### src/rtl/dds_param_loader.sv
// Byte-stream command parser feeding the DDS control stage: framed writes land in shadow
// registers and a commit frame moves every shadow to the live outputs in one cycle.
//
// state  | meaning
// S_IDLE | waiting for 0xA5 start byte, other bytes dropped
// S_ADDR | next byte is the register address
// S_DATA | collecting 4 data bytes, MSB first
// S_CSUM | next byte is the XOR checksum, frame executes on it
module dds_param_loader #(
   parameter int                 TIMEOUT_CYC = 100000,
   parameter logic [31:0]        RST_FREQ    = 32'd0,
   parameter logic signed [5:0]  RST_AMP     = 6'sd31
) (
   input  logic                Clock,
   input  logic                Reset,
   input  logic [7:0]          rx_data,
   input  logic                rx_valid,
   output logic [31:0]         frequency,
   output logic signed [5:0]   amplitude,
   output logic signed [8:0]   duty_ratio,
   output logic [11:0]         bias,
   output logic [1:0]          wave_style,
   output logic                param_update,
   output logic                frame_err
);

   localparam int              CNT_W  = $clog2(TIMEOUT_CYC + 1);
   localparam logic [CNT_W-1:0] TO_VAL = CNT_W'(TIMEOUT_CYC);

   localparam logic [7:0] START_BYTE = 8'hA5;
   localparam logic [7:0] A_FREQ     = 8'h00;
   localparam logic [7:0] A_AMP      = 8'h01;
   localparam logic [7:0] A_DUTY     = 8'h02;
   localparam logic [7:0] A_BIAS     = 8'h03;
   localparam logic [7:0] A_STYLE    = 8'h04;
   localparam logic [7:0] A_COMMIT   = 8'h05;

   typedef enum logic [1:0] {
      S_IDLE,
      S_ADDR,
      S_DATA,
      S_CSUM
   } state_t;

   state_t state, next_state;

   logic [CNT_W-1:0]   idle_cnt;
   logic [1:0]         byte_cnt;
   logic [7:0]         addr_q;
   logic [7:0]         csum_acc;
   logic [31:0]        data_q;

   logic [31:0]        sh_freq;
   logic signed [5:0]  sh_amp;
   logic signed [8:0]  sh_duty;
   logic [11:0]        sh_bias;
   logic [1:0]         sh_style;

   logic timeout;
   logic frame_done;
   logic csum_ok;

   // A byte in the terminal-count cycle wins over the timeout.
   assign timeout    = (state != S_IDLE) && !rx_valid && (idle_cnt == TO_VAL);
   assign frame_done = (state == S_CSUM) && rx_valid;
   assign csum_ok    = (rx_data == csum_acc);

   always_ff @(posedge Clock) begin
      if (Reset) state <= S_IDLE;
      else       state <= next_state;
   end

   always_comb begin
      next_state = state;
      case (state)
         S_IDLE: if (rx_valid && rx_data == START_BYTE) next_state = S_ADDR;
         S_ADDR: if (rx_valid) next_state = S_DATA;
         S_DATA: if (rx_valid && byte_cnt == 2'd3) next_state = S_CSUM;
         S_CSUM: if (rx_valid) next_state = S_IDLE;
         default: next_state = S_IDLE;
      endcase
      if (timeout) next_state = S_IDLE;
   end

   always_ff @(posedge Clock) begin
      if (Reset) begin
         idle_cnt <= '0;
         byte_cnt <= '0;
         addr_q   <= '0;
         csum_acc <= '0;
         data_q   <= '0;
      end else begin
         if (state == S_IDLE || rx_valid || timeout) idle_cnt <= '0;
         else                                        idle_cnt <= idle_cnt + CNT_W'(1);

         if (rx_valid) begin
            case (state)
               S_IDLE: begin
                  byte_cnt <= '0;
                  csum_acc <= '0;
               end
               S_ADDR: begin
                  addr_q   <= rx_data;
                  csum_acc <= rx_data;
               end
               S_DATA: begin
                  data_q   <= {data_q[23:0], rx_data};
                  csum_acc <= csum_acc ^ rx_data;
                  byte_cnt <= byte_cnt + 2'd1;
               end
               default: ;
            endcase
         end
      end
   end

   always_ff @(posedge Clock) begin
      if (Reset) begin
         sh_freq      <= RST_FREQ;
         sh_amp       <= RST_AMP;
         sh_duty      <= '0;
         sh_bias      <= '0;
         sh_style     <= '0;
         frequency    <= RST_FREQ;
         amplitude    <= RST_AMP;
         duty_ratio   <= '0;
         bias         <= '0;
         wave_style   <= '0;
         param_update <= 1'b0;
         frame_err    <= 1'b0;
      end else begin
         param_update <= 1'b0;
         frame_err    <= 1'b0;
         if (timeout) begin
            frame_err <= 1'b1;
         end else if (frame_done) begin
            if (!csum_ok) begin
               frame_err <= 1'b1;
            end else begin
               case (addr_q)
                  A_FREQ:  sh_freq  <= data_q;
                  A_AMP:   sh_amp   <= $signed(data_q[5:0]);
                  A_DUTY:  sh_duty  <= $signed(data_q[8:0]);
                  A_BIAS:  sh_bias  <= data_q[11:0];
                  A_STYLE: sh_style <= data_q[1:0];
                  A_COMMIT: begin
                     frequency    <= sh_freq;
                     amplitude    <= sh_amp;
                     duty_ratio   <= sh_duty;
                     bias         <= sh_bias;
                     wave_style   <= sh_style;
                     param_update <= 1'b1;
                  end
                  default: frame_err <= 1'b1;
               endcase
            end
         end
      end
   end

endmodule

### config.mk
export PLATFORM = sky130hd
export DESIGN_NAME = dds_param_loader
export DESIGN_NICKNAME = d
export VERILOG_FILES = /design/src/rtl/dds_param_loader.sv
export SDC_FILE = /design/constraint.sdc
export NUM_CORES = 1
export LEC_CHECK = 0
export BUFFER_PORTS_ARGS = -buffer_cell sky130_fd_sc_hd__buf_2
export CORE_ASPECT_RATIO = 1.5
export CORE_UTILIZATION = 33
export DETAILED_ROUTE_END_ITERATION = 16
export GPL_TIMING_DRIVEN = 1
export SYNTH_ARGS = -nofsm -noshare
export SYNTH_HDL_FRONTEND = slang
export SYNTH_SLANG_ARGS = --single-unit
### constraint.sdc
create_clock -name Clock -period 1.6 [get_ports Clock]
set_input_delay 0.16 -clock Clock [delete_from_list [all_inputs] [get_ports Clock]]
set_output_delay 0.16 -clock Clock [all_outputs]
set_load 0.02 [all_outputs]
# [Word-level counts from Yosys, hierarchy flattened]
# Cells that the tools add are included.
[totals] inputBits=11 regBits=193
[op_classes] n_reduce_logical=28 mux=12 n_bitwise=4 n_eq_ne=16 add_sub_neg=2
[op_table] cell="4-bit AND reduction" count=7
[op_table] cell="8-bit one-hot mux with 3 select lines" count=1
[op_table] cell="17-bit by 1-bit adder with 17-bit output (second input constant)" count=1
[op_table] cell="17-bit == test (second input constant)" count=1
[op_table] cell="8-bit by 2-bit == test with 1-bit output (second input constant)" count=2
[op_table] cell="8-bit by 3-bit == test with 1-bit output (second input constant)" count=2
[op_table] cell="8-bit by 1-bit == test with 1-bit output (second input constant)" count=1
[op_table] cell="8-bit == test" count=1
[op_table] cell="8-bit == test (second input constant)" count=1
[op_table] cell="8-bit zero test" count=1
[op_table] cell="2-bit two-way mux" count=4
[op_table] cell="2-bit != test (second input constant)" count=4
[op_table] cell="2-bit one-hot mux with 4 select lines" count=1
[op_table] cell="2-bit AND reduction" count=4
[op_table] cell="8-bit bitwise XOR" count=1
[op_table] cell="2-bit == test (second input constant)" count=3
[op_table] cell="6-bit OR reduction" count=1
[op_table] cell="1-bit logical AND" count=5
[op_table] cell="1-bit two-way mux" count=5
[op_table] cell="2-bit one-hot mux with 2 select lines" count=1
[op_table] cell="2-bit nonzero test" count=2
[op_table] cell="2-bit OR reduction" count=2
[op_table] cell="4-bit OR reduction" count=1
[op_table] cell="1-bit inverter" count=3
[op_table] cell="other kinds (6)" count=7

# [Longest topological paths before layout]
[logic_depth] word_depth=6 mapped_depth=8

# [Least setup slack after synthesis]
# No wires, ideal clock.
[synth_path] path_kind="reg-to-reg" start="register csum_acc[2]" end="register frequency[12]" path_buffers=2 slack_ps=-157 path_stages_with_launch=7 t_required_ps=1480 arrival_ps=1638 period_less_slack_ps=1757 setup_ps=120 cell_sequence="dfxtp_1 xnor2_2 nand3b_1 or4_1 buf_2 buf_6 mux2i_1"
[synth_between] elab_chain_cells=2
[synth_lines] element="from (decl)" line="50" text="logic [7:0] csum_acc;"
[synth_lines] element="from (signal assigned)" line="104" text="csum_acc <= rx_data;"
[synth_lines] element="from (signal assigned)" line="108" text="csum_acc <= csum_acc ^ rx_data;"
[synth_lines] element="8-bit == test" line="66" text="assign csum_ok = (rx_data == csum_acc);"
[synth_lines] element="4-bit AND reduction (no source line)"
[synth_lines] element="to (signal assigned)" line="147" text="frequency <= sh_freq;"
[synth_lines] element="to (decl)" line="18" text="output logic [31:0] frequency,"
# Every way passes these cells.
# A chain may end at the register's enable or synchronous reset.

# [Worst setup path in the final report]
[layout_path] start="register addr_q[3]" end="register amplitude[2]"
[layout_between] elab_chain_cells=2
[layout_lines] element="from (decl)" line="49" text="logic [7:0] addr_q;"
[layout_lines] element="from (signal assigned)" line="103" text="addr_q <= rx_data;"
[layout_lines] element="8-bit by 3-bit == test with 1-bit output" line="140" text="case (addr_q)"
[layout_lines] element="4-bit AND reduction (no source line)"
[layout_lines] element="to (signal assigned)" line="148" text="amplitude <= sh_amp;"
[layout_lines] element="to (decl)" line="19" text="output logic signed [5:0] amplitude,"
# Every way passes these cells.

==> impl.org <==
** Status
- Outcome :: finished, violations left
- Failing checks :: negative setup slack

** Logic synthesis
- Of the post-synthesis cell area, the dominant cell type holds 0.503.
- Post-synth top flop :: dfxtp_1
- After synthesis, the netlist uses 44 different library cells.
- Dominant cells by area after synthesis :: dfxtp_1, mux2i_1, nand2_1
- By count the netlist is led by nand2_1, dfxtp_1, mux2i_1, a21oi_1, nor2_1.
- The synthesized netlist occupies a cell area of approximately 7700 um^2.
- Yosys synthesis warning count :: 0
- Count of mapped cells out of synthesis :: between 800 and 900
- Synthesized netlist net count :: about 860
- Synth async-reset ratio :: 0
- Number of flops mapped to enable cells by yosys :: 0
- Mean Syn Cell Area :: 9.15 um^2
- The share of the Yosys chip area taken by registers is 0.503.
- Largest area contributor in the netlist :: dfxtp_1
- The most common cell in the synthesized netlist is nand2_1.
- Counting flops and latches in the post-synthesis netlist gives 193.

** Finish
- Number of fillers in the final layout :: 2240
- Diodes inserted :: 0
- With fillers left out, the area of the finished cells amounts to between 9000 and 10000 um^2.
- Of the cells placed in the final design, the portion with a size suffix greater than 1 is 0.256.
- From synthesis to final layout, the design area changed by 29.3%.
- Once layout is complete, the utilization of the core stands at 0.432.
- In the final design database the tool counted 979 nets.

** Global routing
- The first global-routing pass estimated 30.9 mm of wire.
- For this run, the total global-route usage over all layers was measured as 0.165.
- Maximum number of pins on one net before global-route repair :: roughly 70
- After global routing the overflow that remains totals 0.
- Number of global-route vias before repair :: 5996
- The initial antenna violation count is 0.

** Placed design
- DPL Wire Length :: 12.3 mm
- # port buffers :: 73
- Routability-driven placement finished with a final weighted congestion of 0.746.
- Summing all placed instances gives a cell area of 8860 um^2.

** Floorplan
- In this run the standard cell core region covers between 20000 and 25000 um^2.
- Effective utilization at floorplan :: 0.334
- Number of top-level design ports :: 74
- FP Rows :: about 70
- Area of the die :: 23900 um^2
- Die X :: 127 um
- From bottom edge to top edge, the die measures 189 um.

** Timing
- For the pin with the worst max-slew slack, the measured transition is 0.448 ns.
- For the finished layout, the period the worst path requires is 1.80 ns.
- The total count of max-transition violations in the final report is 0.
- Final Hold Viols :: 0
- Setup slack on the critical path of the routed design comes to -0.204 ns.
- Layout Skew :: 0.00970 ns
- Setup repair after global routing missed its margin :: true
- The worst pin sits at a relative slew slack of 0.702.
- Final setup fails :: about 120
- In the finished design, the share of the clock period the worst path needs comes to 1.13.
- Static timing analysis puts the maximum clock frequency at 554 MHz.
- Setup total negative slack on the finished layout was measured at -16.93 ns.

** Clock network
- The H-tree generated during clock tree synthesis spans 4 levels.
- The longest clock path from root to sink contains 2 buffers.
- TritonCTS built the clock tree.
- Clock tree synthesis inserted a total of 17 buffers.
- Clock input transition at the sequential cells of the worst setup and hold paths :: ~0.070 ns
- For this design, the sink count on the clock tree is between 150 and 200.
- Clock tree root buffer cell :: clkbuf_16
- Latest clock arrival within the worst-skew pair :: 0.44 ns

** Drt
- Initial detailed-routing violation count :: 306
- Total Routed Length :: about 19 mm
- Total DRC errors in the routed layout :: 0
- Antenna-violating nets left :: 0
- Via Count :: 5997
- DR WL/cell :: 15.0 um
- Before antenna repair, the detailed router went through 6 iterations.
- Routed via count divided by cell count :: 4.79

** Worst setup path
- Worst setup SP type :: flip-flop
- The critical path is of the reg -> reg type.
- Along the worst path, the maximum fanout reaches 7.
- At the worst endpoint, the arrival time is 2.17 ns.
- Slack of the worst reg-to-reg path :: -0.20 ns
- The startpoint identified for the worst register-to-register timing path is addr_q[3].
- The worst setup path is captured at a flip-flop.
- The most critical setup path has its startpoint at addr_q[3].
- Worst path required time :: 1.96 ns

** Hold path
- Start point of the worst min-delay path :: rx_data[1]
- The path class of the tightest hold or removal check is in -> reg.

** Power
- Max rail drop VDD :: ~0.75 mV
- In this run the power density over the cells is 963 nW/um^2.
- In this run the static leakage power is a little under 0.004 uW.

** Run
- Across the run, the number of max-cap violations was 0.
## sequential cells by signal (all words and copies together) (netlist names)
name / flops
addr_q: 8
amplitude: 6
bias: 12
byte_cnt: 2
csum_acc: 8
data_q: 32
duty_ratio: 9
frame_err: 1
frequency: 32
idle_cnt: 17
param_update: 1
sh_amp: 6
sh_bias: 12
sh_duty: 9
sh_freq: 32
sh_style: 2
state: 2
wave_style: 2
## cell families (layout without fill, tap and decap cells)
family                   after synthesis  count (layout)  synth area share
AND/OR/NAND/NOR                      354             354             0.203
XOR/XNOR                              19              19            0.0256
AO/OA/AOI/OAI                         83              83            0.0622
buffers and inverters                 61             194            0.0347
multiplexers                         122             122             0.159
flip-flops                           193             193             0.503
adder cells (fa/ha/maj)                8               8            0.0130
## path summary, 6_finish.rpt
kind	end	cells after the start
max reg2reg	amplitude[2]	7
min reg2reg	frequency[8]	2
min	data_q[1]	4
max	amplitude[2]	7
## report_power, final
group	internal [uW]	switching, uW
registers	4830	26.7
clock network	2040	2020
logic	267	387
## critical path, stage by stage (launching register included)
cell and delay (ns):
dfxtp_2 0.34, nor3_4 0.21, nand4_4 0.14, buf_12 0.17
nor4_4 0.29, buf_6 0.21, buf_12 0.15, mux2i_2 0.20
## metal layers
layer | vias to the layer above | share of wire | track usage
met5 | - | 0 | 0
met1 | 2839 | 0.42 | 0.183
met2 | 74 | 0.53 | 0.301
met3 | 21 | 0.030 | 0.0356
li1 | 3063 | - | -
met4 | 0 | 0.019 | 0.0677
## repair_timing
item | CTS | global route
resized for setup | 41 | 45
cloned | 5 | 2
pin swaps | 9 | 9
buffers inserted | 6 | 5
setup endpoints to repair | 150 | 150
hold buffers | 1 | 0
endpoints found under the hold margin | 2 | 0
## metrics by stage
stage               std cells  setup WS, ns  hold WS (ns)  total power [uW]
floorplan                 840        -0.116         0.296              5260
global placement         1205        -0.190         0.442              5530
detailed placement       1205        -0.222         0.444              5530
CTS                      1249        -0.197         0.127              9610
global route             1253        -0.323         0.149              9910
finish                   1253        -0.204         0.149              9570
## placed cells by master, fill, tap and decap left out, drive strengths merged, types with 8 or more instances in the layout
master / count
ha: 8
xor2: 8
nor2: 43
nor2b: 9
o211a: 8
mux2i: 122
dfxtp: 193
buf: 154
clkbuf: 20
o21ai: 13
nand2: 242
nand4: 12
a21oi: 55
inv: 11
nand3: 16
xnor2: 11
## area by class of cell
type / count / area (um^2) / area share
tap: 280 / 350 / 0.0353
multi-input combinational: 586 / 3830 / 0.385
inverter: 5 / 21.3 / 0.00214
timing repair buffer: 157 / 1290 / 0.130
clock buffer: 18 / 429 / 0.0432
clock inverter: 14 / 124 / 0.0125
sequential: 193 / 3890 / 0.391
Note: power is estimated with default switching activity, not from simulation.
